## src/rtl/display_digit_loader.sv

```systemverilog
// ---------------------------------------------------------------------------
// display_digit_loader
//
// Upstream feeder for the seven-segment display driver. Bytes arrive from the
// UART receive path over a valid/ready handshake and are paired up as
// {high byte, low byte} into a 16-bit word. The word is shown as four held
// hex digits. The block also produces the 5 ms multiplex strobe from the
// 1 MHz system clock. A half-received word times out after TIMEOUT_PULSES
// strobes. Parity errors and timeouts are counted.
//
// Parameters
//   PULSE_PERIOD    CLK cycles per PULSE_5MS strobe
//   TIMEOUT_PULSES  strobes allowed between high and low byte
//
// Ports
//   CLK           in   system clock (1 MHz nominal)
//   RESET         in   asynchronous, active-high reset
//   BYTE_IN       in   received byte
//   BYTE_VALID    in   BYTE_IN valid (transfer on BYTE_VALID & BYTE_READY)
//   BYTE_PERR     in   parity error flag, qualified by BYTE_VALID
//   BYTE_READY    out  loader can accept a byte
//   PULSE_5MS     out  one-cycle strobe every PULSE_PERIOD cycles
//   DIGIT_0..3    out  held digits, {DIGIT_3..DIGIT_0} = {high, low}
//   WORD_UPDATED  out  one-cycle pulse when a new word is committed
//   ERROR_COUNT   out  saturating count of parity errors and timeouts
// ---------------------------------------------------------------------------
module display_digit_loader #(
    parameter int PULSE_PERIOD   = 5000,
    parameter int TIMEOUT_PULSES = 200
) (
    input  logic       CLK,
    input  logic       RESET,
    input  logic [7:0] BYTE_IN,
    input  logic       BYTE_VALID,
    input  logic       BYTE_PERR,
    output logic       BYTE_READY,
    output logic       PULSE_5MS,
    output logic [3:0] DIGIT_0,
    output logic [3:0] DIGIT_1,
    output logic [3:0] DIGIT_2,
    output logic [3:0] DIGIT_3,
    output logic       WORD_UPDATED,
    output logic [7:0] ERROR_COUNT
);

    localparam int PW = (PULSE_PERIOD > 1) ? $clog2(PULSE_PERIOD) : 1;
    localparam int TW = (TIMEOUT_PULSES > 1) ? $clog2(TIMEOUT_PULSES + 1) : 1;

    localparam logic [PW-1:0] PULSE_LAST = PW'(PULSE_PERIOD - 1);
    localparam logic [TW-1:0] TMO_LAST   = TW'(TIMEOUT_PULSES - 1);

    typedef enum logic [1:0] {
        WAIT_HI = 2'd0,
        WAIT_LO = 2'd1,
        COMMIT  = 2'd2
    } state_t;

    // -----------------------------------------------------------------------
    // Timebase: free-running, never stalled by the handshake.
    // -----------------------------------------------------------------------
    logic [PW-1:0] tb_cnt_q;
    logic          pulse_q;

    // NOTE: state is written with non-blocking assignments only, so every
    // register samples the values from before the edge regardless of the
    // order of statements or blocks.
    always_ff @(posedge CLK or posedge RESET) begin
        if (RESET) begin
            tb_cnt_q <= '0;
            pulse_q  <= 1'b0;
        end else begin
            pulse_q  <= (tb_cnt_q == PULSE_LAST);
            tb_cnt_q <= (tb_cnt_q == PULSE_LAST) ? '0 : tb_cnt_q + PW'(1);
        end
    end

    // -----------------------------------------------------------------------
    // Byte assembly state machine
    // -----------------------------------------------------------------------
    state_t        state_q;
    logic          ready_q;
    logic [7:0]    hi_q;
    logic [7:0]    lo_q;
    logic [15:0]   digits_q;
    logic          word_updated_q;
    logic [TW-1:0] tmo_cnt_q;
    logic [7:0]    err_q;
    logic [7:0]    err_d;

    logic xfer;
    logic tmo_expire;
    logic err_event;

    assign xfer       = BYTE_VALID & ready_q;
    assign tmo_expire = pulse_q & (tmo_cnt_q == TMO_LAST);

    // A byte arriving on the expiry cycle takes priority over the timeout,
    // so a parity error coinciding with expiry still counts only once.
    always_comb begin
        // NOTE: every combinational output gets a default first so no path
        // leaves it unassigned and no latch is inferred.
        err_event = 1'b0;
        err_d     = err_q;
        case (state_q)
            WAIT_HI: err_event = xfer & BYTE_PERR;
            WAIT_LO: err_event = xfer ? BYTE_PERR : tmo_expire;
            default: err_event = 1'b0;
        endcase
        // Saturate at 8'hFF instead of wrapping.
        if (err_event && (err_q != 8'hFF)) begin
            err_d = err_q + 8'd1;
        end
    end

    always_ff @(posedge CLK or posedge RESET) begin
        if (RESET) begin
            state_q        <= WAIT_HI;
            ready_q        <= 1'b0;
            hi_q           <= 8'h00;
            lo_q           <= 8'h00;
            digits_q       <= 16'h0000;
            word_updated_q <= 1'b0;
            tmo_cnt_q      <= '0;
            err_q          <= 8'h00;
        end else begin
            // BYTE_READY tracks the next state: low only while in COMMIT.
            ready_q        <= 1'b1;
            word_updated_q <= 1'b0;
            err_q          <= err_d;

            case (state_q)
                WAIT_HI: begin
                    if (xfer && !BYTE_PERR) begin
                        hi_q      <= BYTE_IN;
                        tmo_cnt_q <= '0;
                        state_q   <= WAIT_LO;
                    end
                end

                WAIT_LO: begin
                    if (xfer) begin
                        if (BYTE_PERR) begin
                            state_q <= WAIT_HI;
                        end else begin
                            lo_q    <= BYTE_IN;
                            state_q <= COMMIT;
                            ready_q <= 1'b0;
                        end
                    end else if (pulse_q) begin
                        if (tmo_expire) begin
                            state_q <= WAIT_HI;
                        end else begin
                            tmo_cnt_q <= tmo_cnt_q + TW'(1);
                        end
                    end
                end

                COMMIT: begin
                    digits_q       <= {hi_q, lo_q};
                    word_updated_q <= 1'b1;
                    state_q        <= WAIT_HI;
                end

                default: begin
                    state_q <= WAIT_HI;
                end
            endcase
        end
    end

    assign BYTE_READY   = ready_q;
    assign PULSE_5MS    = pulse_q;
    assign DIGIT_3      = digits_q[15:12];
    assign DIGIT_2      = digits_q[11:8];
    assign DIGIT_1      = digits_q[7:4];
    assign DIGIT_0      = digits_q[3:0];
    assign WORD_UPDATED = word_updated_q;
    assign ERROR_COUNT  = err_q;

endmodule

```

## config.mk

```make
export PLATFORM = sky130hd
export DESIGN_NAME = display_digit_loader
export DESIGN_NICKNAME = d
export VERILOG_FILES = /design/src/rtl/display_digit_loader.sv
export SDC_FILE = /design/constraint.sdc
export NUM_CORES = 1
export LEC_CHECK = 0
export ABC_AREA = 1
export BUFFER_PORTS_ARGS = -buffer_cell sky130_fd_sc_hd__buf_2
export CORE_UTILIZATION = 54
export CTS_BUF_LIST = sky130_fd_sc_hd__clkbuf_8
export CTS_CLUSTER_DIAMETER = 80
export CTS_CLUSTER_SIZE = 30
export DETAILED_ROUTE_END_ITERATION = 7
export PLACE_DENSITY = 0.78
export SYNTH_ARGS = -nofsm -noshare
export SYNTH_HDL_FRONTEND = slang
export SYNTH_SLANG_ARGS = --single-unit
```

## constraint.sdc

```tcl
create_clock -name CLK -period 2.1 [get_ports CLK]
set_input_delay 0.42 -clock CLK [delete_from_list [all_inputs] [get_ports CLK]]
set_output_delay 0.42 -clock CLK [all_outputs]
set_load 0.005 [all_outputs]
```

==> impl_metrics.xml <==
<?xml version="1.0" encoding="UTF-8"?>
<metrics>
  <group name="setup_path">
    <metric name="reg2reg_slack" unit="ns">0.54</metric>
    <metric name="crit_arrival" unit="ns">1.79</metric>
    <metric name="critical_path.reg2reg.endpoint" unit="">ERROR_COUNT[2]$_DFFE_PP0P_</metric>
    <metric name="timing.critical_path.to_type" unit="">register</metric>
    <metric name="critical_path_class" unit="">reg2reg</metric>
    <metric name="cp_max_fo" unit="">11</metric>
    <metric name="critPathLaunchType" unit="">register</metric>
    <metric name="ff2ff_path_depth" unit="">10</metric>
    <metric name="worst_setup_path_endpoint" unit="">ERROR_COUNT[2]$_DFFE_PP0P_</metric>
    <metric name="timing.rr.start" unit="">tmo_cnt_q[0]$_DFFE_PP0P_</metric>
    <metric name="crit_path_start" unit="">tmo_cnt_q[0]$_DFFE_PP0P_</metric>
    <metric name="critPathRequiredTime" unit="ns">2.32</metric>
  </group>
  <group name="cells_and_area">
    <metric name="postLayoutCellArea" unit="mm2">0.00350</metric>
    <metric name="final_util" unit="%">66.4</metric>
    <metric name="num_antenna_cells" unit="">0</metric>
    <metric name="most-common-layout-cells" unit="">110 x sky130_fd_sc_hd__nand2_1, 66 x sky130_fd_sc_hd__dfrtp_1, 48 x sky130_fd_sc_hd__inv_1</metric>
    <metric name="final_nets" unit="">417</metric>
    <metric name="area_delta_synth_final" unit="%">14.8</metric>
    <metric name="leading_cell_type_in_the_layout_fill_and_taps_excluded" unit="">sky130_fd_sc_hd__nand2_1</metric>
    <metric name="fillerInstances" unit="">454</metric>
    <metric name="drive_gt1_share" unit="%">20.4</metric>
  </group>
  <group name="timing">
    <metric name="clock-skew-final" unit="ns">0.0133</metric>
    <metric name="timing_hold_violations_final" unit="">0</metric>
    <metric name="setup_violations" unit="">0</metric>
    <metric name="max-slew-margin-rel" unit="%">74.6</metric>
    <metric name="slew_violations" unit="">0</metric>
    <metric name="fmax" unit="MHz">639</metric>
    <metric name="fin_hold_ws" unit="ns">0.143</metric>
    <metric name="final.min_clock_period" unit="ns">1.56</metric>
    <metric name="worst-slew-pin-transition" unit="ns">0.381</metric>
    <metric name="final.period_utilization" unit="%">74.5</metric>
    <metric name="rsz0062_at_grt" unit="">no</metric>
    <metric name="final.setup.tns" unit="ns">0</metric>
  </group>
  <group name="global_route">
    <metric name="grt_pass1_wl" unit="um">9770</metric>
    <metric name="gr_met3_demand_resource" unit="%">7.38</metric>
    <metric name="grt_most_used_layer" unit="">met2</metric>
    <metric name="use_met2" unit="%">35.6</metric>
    <metric name="met1_usage" unit="%">25.0</metric>
    <metric name="grt_max_degree" unit="">67</metric>
    <metric name="first_global_vias" unit="">2337</metric>
    <metric name="number_of_antenna_violations_at_the_first_check_in_global_routing" unit="">0</metric>
    <metric name="globalRouteTotalUtil" unit="%">20.9</metric>
    <metric name="global_route.overflow_total" unit="">0</metric>
  </group>
  <group name="logic_synthesis">
    <metric name="yosysSeqAreaShare" unit="%">54.2</metric>
    <metric name="postSynthRegisterBits" unit="">66</metric>
    <metric name="netlist-cell-type-count" unit="">29</metric>
    <metric name="synthesis.yosys.warnings" unit="">0</metric>
    <metric name="postSynthNetCount" unit="">373</metric>
    <metric name="average_footprint_of_a_synthesized_cell" unit="um2">8.51</metric>
    <metric name="syn_inst" unit="">358</metric>
    <metric name="syn-cell-area" unit="mm2">0.00305</metric>
  </group>
  <group name="pwr">
    <metric name="leakage" unit="uW">0.00184</metric>
    <metric name="cellPowerDensity" unit="mW/mm2">1010</metric>
    <metric name="irDropWorstVdd" unit="mV">0.600</metric>
  </group>
  <group name="flow_run">
    <metric name="max_cap_viol_count" unit="">0</metric>
  </group>
  <group name="clock_network">
    <metric name="cts_num_sinks" unit="">66</metric>
    <metric name="cts_root_buf" unit="">sky130_fd_sc_hd__clkbuf_8</metric>
    <metric name="worstSkewPairLatency" unit="ns">0.34</metric>
    <metric name="cts-htree-levels" unit="">3</metric>
    <metric name="cts_tree" unit="">built</metric>
    <metric name="clock_path_buffers" unit="">2</metric>
    <metric name="cts-buffers-inserted" unit="">9</metric>
    <metric name="cts_resized" unit="">0</metric>
    <metric name="setup_fix_bufs_post_cts" unit="">0</metric>
    <metric name="holdBufCountCts" unit="">0</metric>
    <metric name="clkTransAtPathRegs" unit="ns">0.08</metric>
  </group>
  <group name="floorplanning">
    <metric name="starting_density_of_the_core" unit="%">57.8</metric>
    <metric name="core" unit="mm2">0.00527</metric>
    <metric name="die_area" unit="mm2">0.00595</metric>
    <metric name="dieWidth" unit="um">77.1</metric>
    <metric name="placement_rows" unit="">26</metric>
    <metric name="die-height" unit="um">77.1</metric>
    <metric name="boundaryPins" unit="">39</metric>
  </group>
  <group name="routing">
    <metric name="drt_iter0_markers" unit="">88</metric>
    <metric name="wl_per_cell" unit="um">11.4</metric>
    <metric name="drc_errors" unit="">0</metric>
    <metric name="vias_per_cell" unit="">4.84</metric>
    <metric name="first_pass_iters" unit="">4</metric>
    <metric name="drtAntennaViolNets" unit="">0</metric>
    <metric name="vias" unit="">2311</metric>
    <metric name="routed_wl" unit="um">5420</metric>
  </group>
  <group name="place">
    <metric name="replace_congestion" unit="">0.825</metric>
    <metric name="placement.cell_area" unit="mm2">0.00330</metric>
    <metric name="dp.final_hpwl" unit="um">3690</metric>
    <metric name="port_buffers" unit="">38</metric>
  </group>
  <group name="status">
    <metric name="status" unit="">finished, final reports clean</metric>
  </group>
  <group name="hold_path">
    <metric name="holdCritPathClass" unit="">in2async</metric>
  </group>
</metrics>
## layer usage
| metal | wire [um] | vias to the layer above |
|---|---|---|
| met4 | 42 | 0 |
| met2 | 2690 | 31 |
| met5 | 0 | - |
| met1 | 2500 | 1072 |
| met3 | 190 | 5 |
| li1 | - | 1203 |
## cell usage after synthesis, drive strengths merged
| master | count | area share [%] |
|---|---|---|
| xor2 | 10 | 2.9 |
| nand3 | 26 | 4.4 |
| nand2 | 116 | 15 |
| inv | 53 | 6.5 |
| buf | 6 | 1.6 |
| nor4 | 2 | 0.41 |
| nand3b | 1 | 0.25 |
| a21oi | 1 | 0.16 |
| or2 | 5 | 1.0 |
| nor2 | 23 | 3.5 |
| dfrtp | 66 | 54 |
| o21bai | 1 | 0.25 |
| o21ai | 36 | 6.8 |
| nor3 | 5 | 0.99 |
| nand4 | 4 | 0.82 |
| ha | 3 | 1.2 |
## worst max-delay path, stage by stage, from the launching register on
cell and delay [ns]:
sky130_fd_sc_hd__dfrtp_1 0.38, sky130_fd_sc_hd__ha_1 0.19, sky130_fd_sc_hd__nand2_1 0.08, sky130_fd_sc_hd__nor2_1 0.11, sky130_fd_sc_hd__nand2_1 0.07, sky130_fd_sc_hd__nand2_2 0.08, sky130_fd_sc_hd__nand2_1 0.07, sky130_fd_sc_hd__nand2_2 0.15
sky130_fd_sc_hd__nand2_1 0.17, sky130_fd_sc_hd__nand2_1 0.09, sky130_fd_sc_hd__nand2_1 0.06
## stage by stage
stage / std cells / setup slack, ns / power, uW
finish: 477 / 0.536 / 3550
detailed placement: 461 / 0.563 / 2520
global route: 477 / 0.298 / 3800
global placement: 461 / 0.615 / 2480
CTS: 477 / 0.525 / 3590
floorplan: 358 / 0.0252 / 2210
## worst min-delay path by stage
stage                                        start                          to  slack [ns]  cells past startpoint
after floorplan                hi_q[3]$_DFFE_PP0P_         hi_q[3]$_DFFE_PP0P_        0.45                      2
after global placement    digits_q[12]$_DFFE_PP0P_    digits_q[12]$_DFFE_PP0P_        0.45                      2
after detailed placement  digits_q[11]$_DFFE_PP0P_    digits_q[11]$_DFFE_PP0P_        0.46                      2
after CTS                                    RESET       tb_cnt_q[8]$_DFF_PP0_        0.14                      3
after global routing                         RESET  ERROR_COUNT[5]$_DFFE_PP0P_        0.16                      3
final                                        RESET  ERROR_COUNT[5]$_DFFE_PP0P_        0.14                      3
## cell families after synthesis
logic type | Yosys count | synth area share, %
simple gates | 182 | 26.4
flops | 66 | 54.2
buf+inv | 59 | 8.13
compound gates | 38 | 7.19
xor+xnor | 10 | 2.87
fa+ha+maj | 3 | 1.23
## power by group
| group | leakage, uW | internal, uW | switching [uW] | total, uW |
|---|---|---|---|---|
| logic | 0.000887 | 319 | 406 | 725 |
| clock network | 0.0000998 | 555 | 505 | 1060 |
| registers | 0.000849 | 1590 | 178 | 1760 |
| total | 0.00184 | 2460 | 1090 | 3550 |
## state kept, by name, indices dropped and copies added (netlist names)
register	flops
tb_cnt_q	13
lo_q	8
WORD_UPDATED	1
hi_q	8
digits_q	16
BYTE_READY	1
ERROR_COUNT	8
tmo_cnt_q	8
PULSE_5MS	1
state_q	2
## layout make-up
type	count	area [um2]	share of cell area, %
sequential	66	1650	47.2
multi-input combinational	233	1150	32.8
timing repair buffer	39	210	6.01
inverter	53	199	5.69
clock buffer	9	124	3.54
tap	70	87.6	2.50
clock inverter	7	77.6	2.22
(Power assumes the default switching activity.)
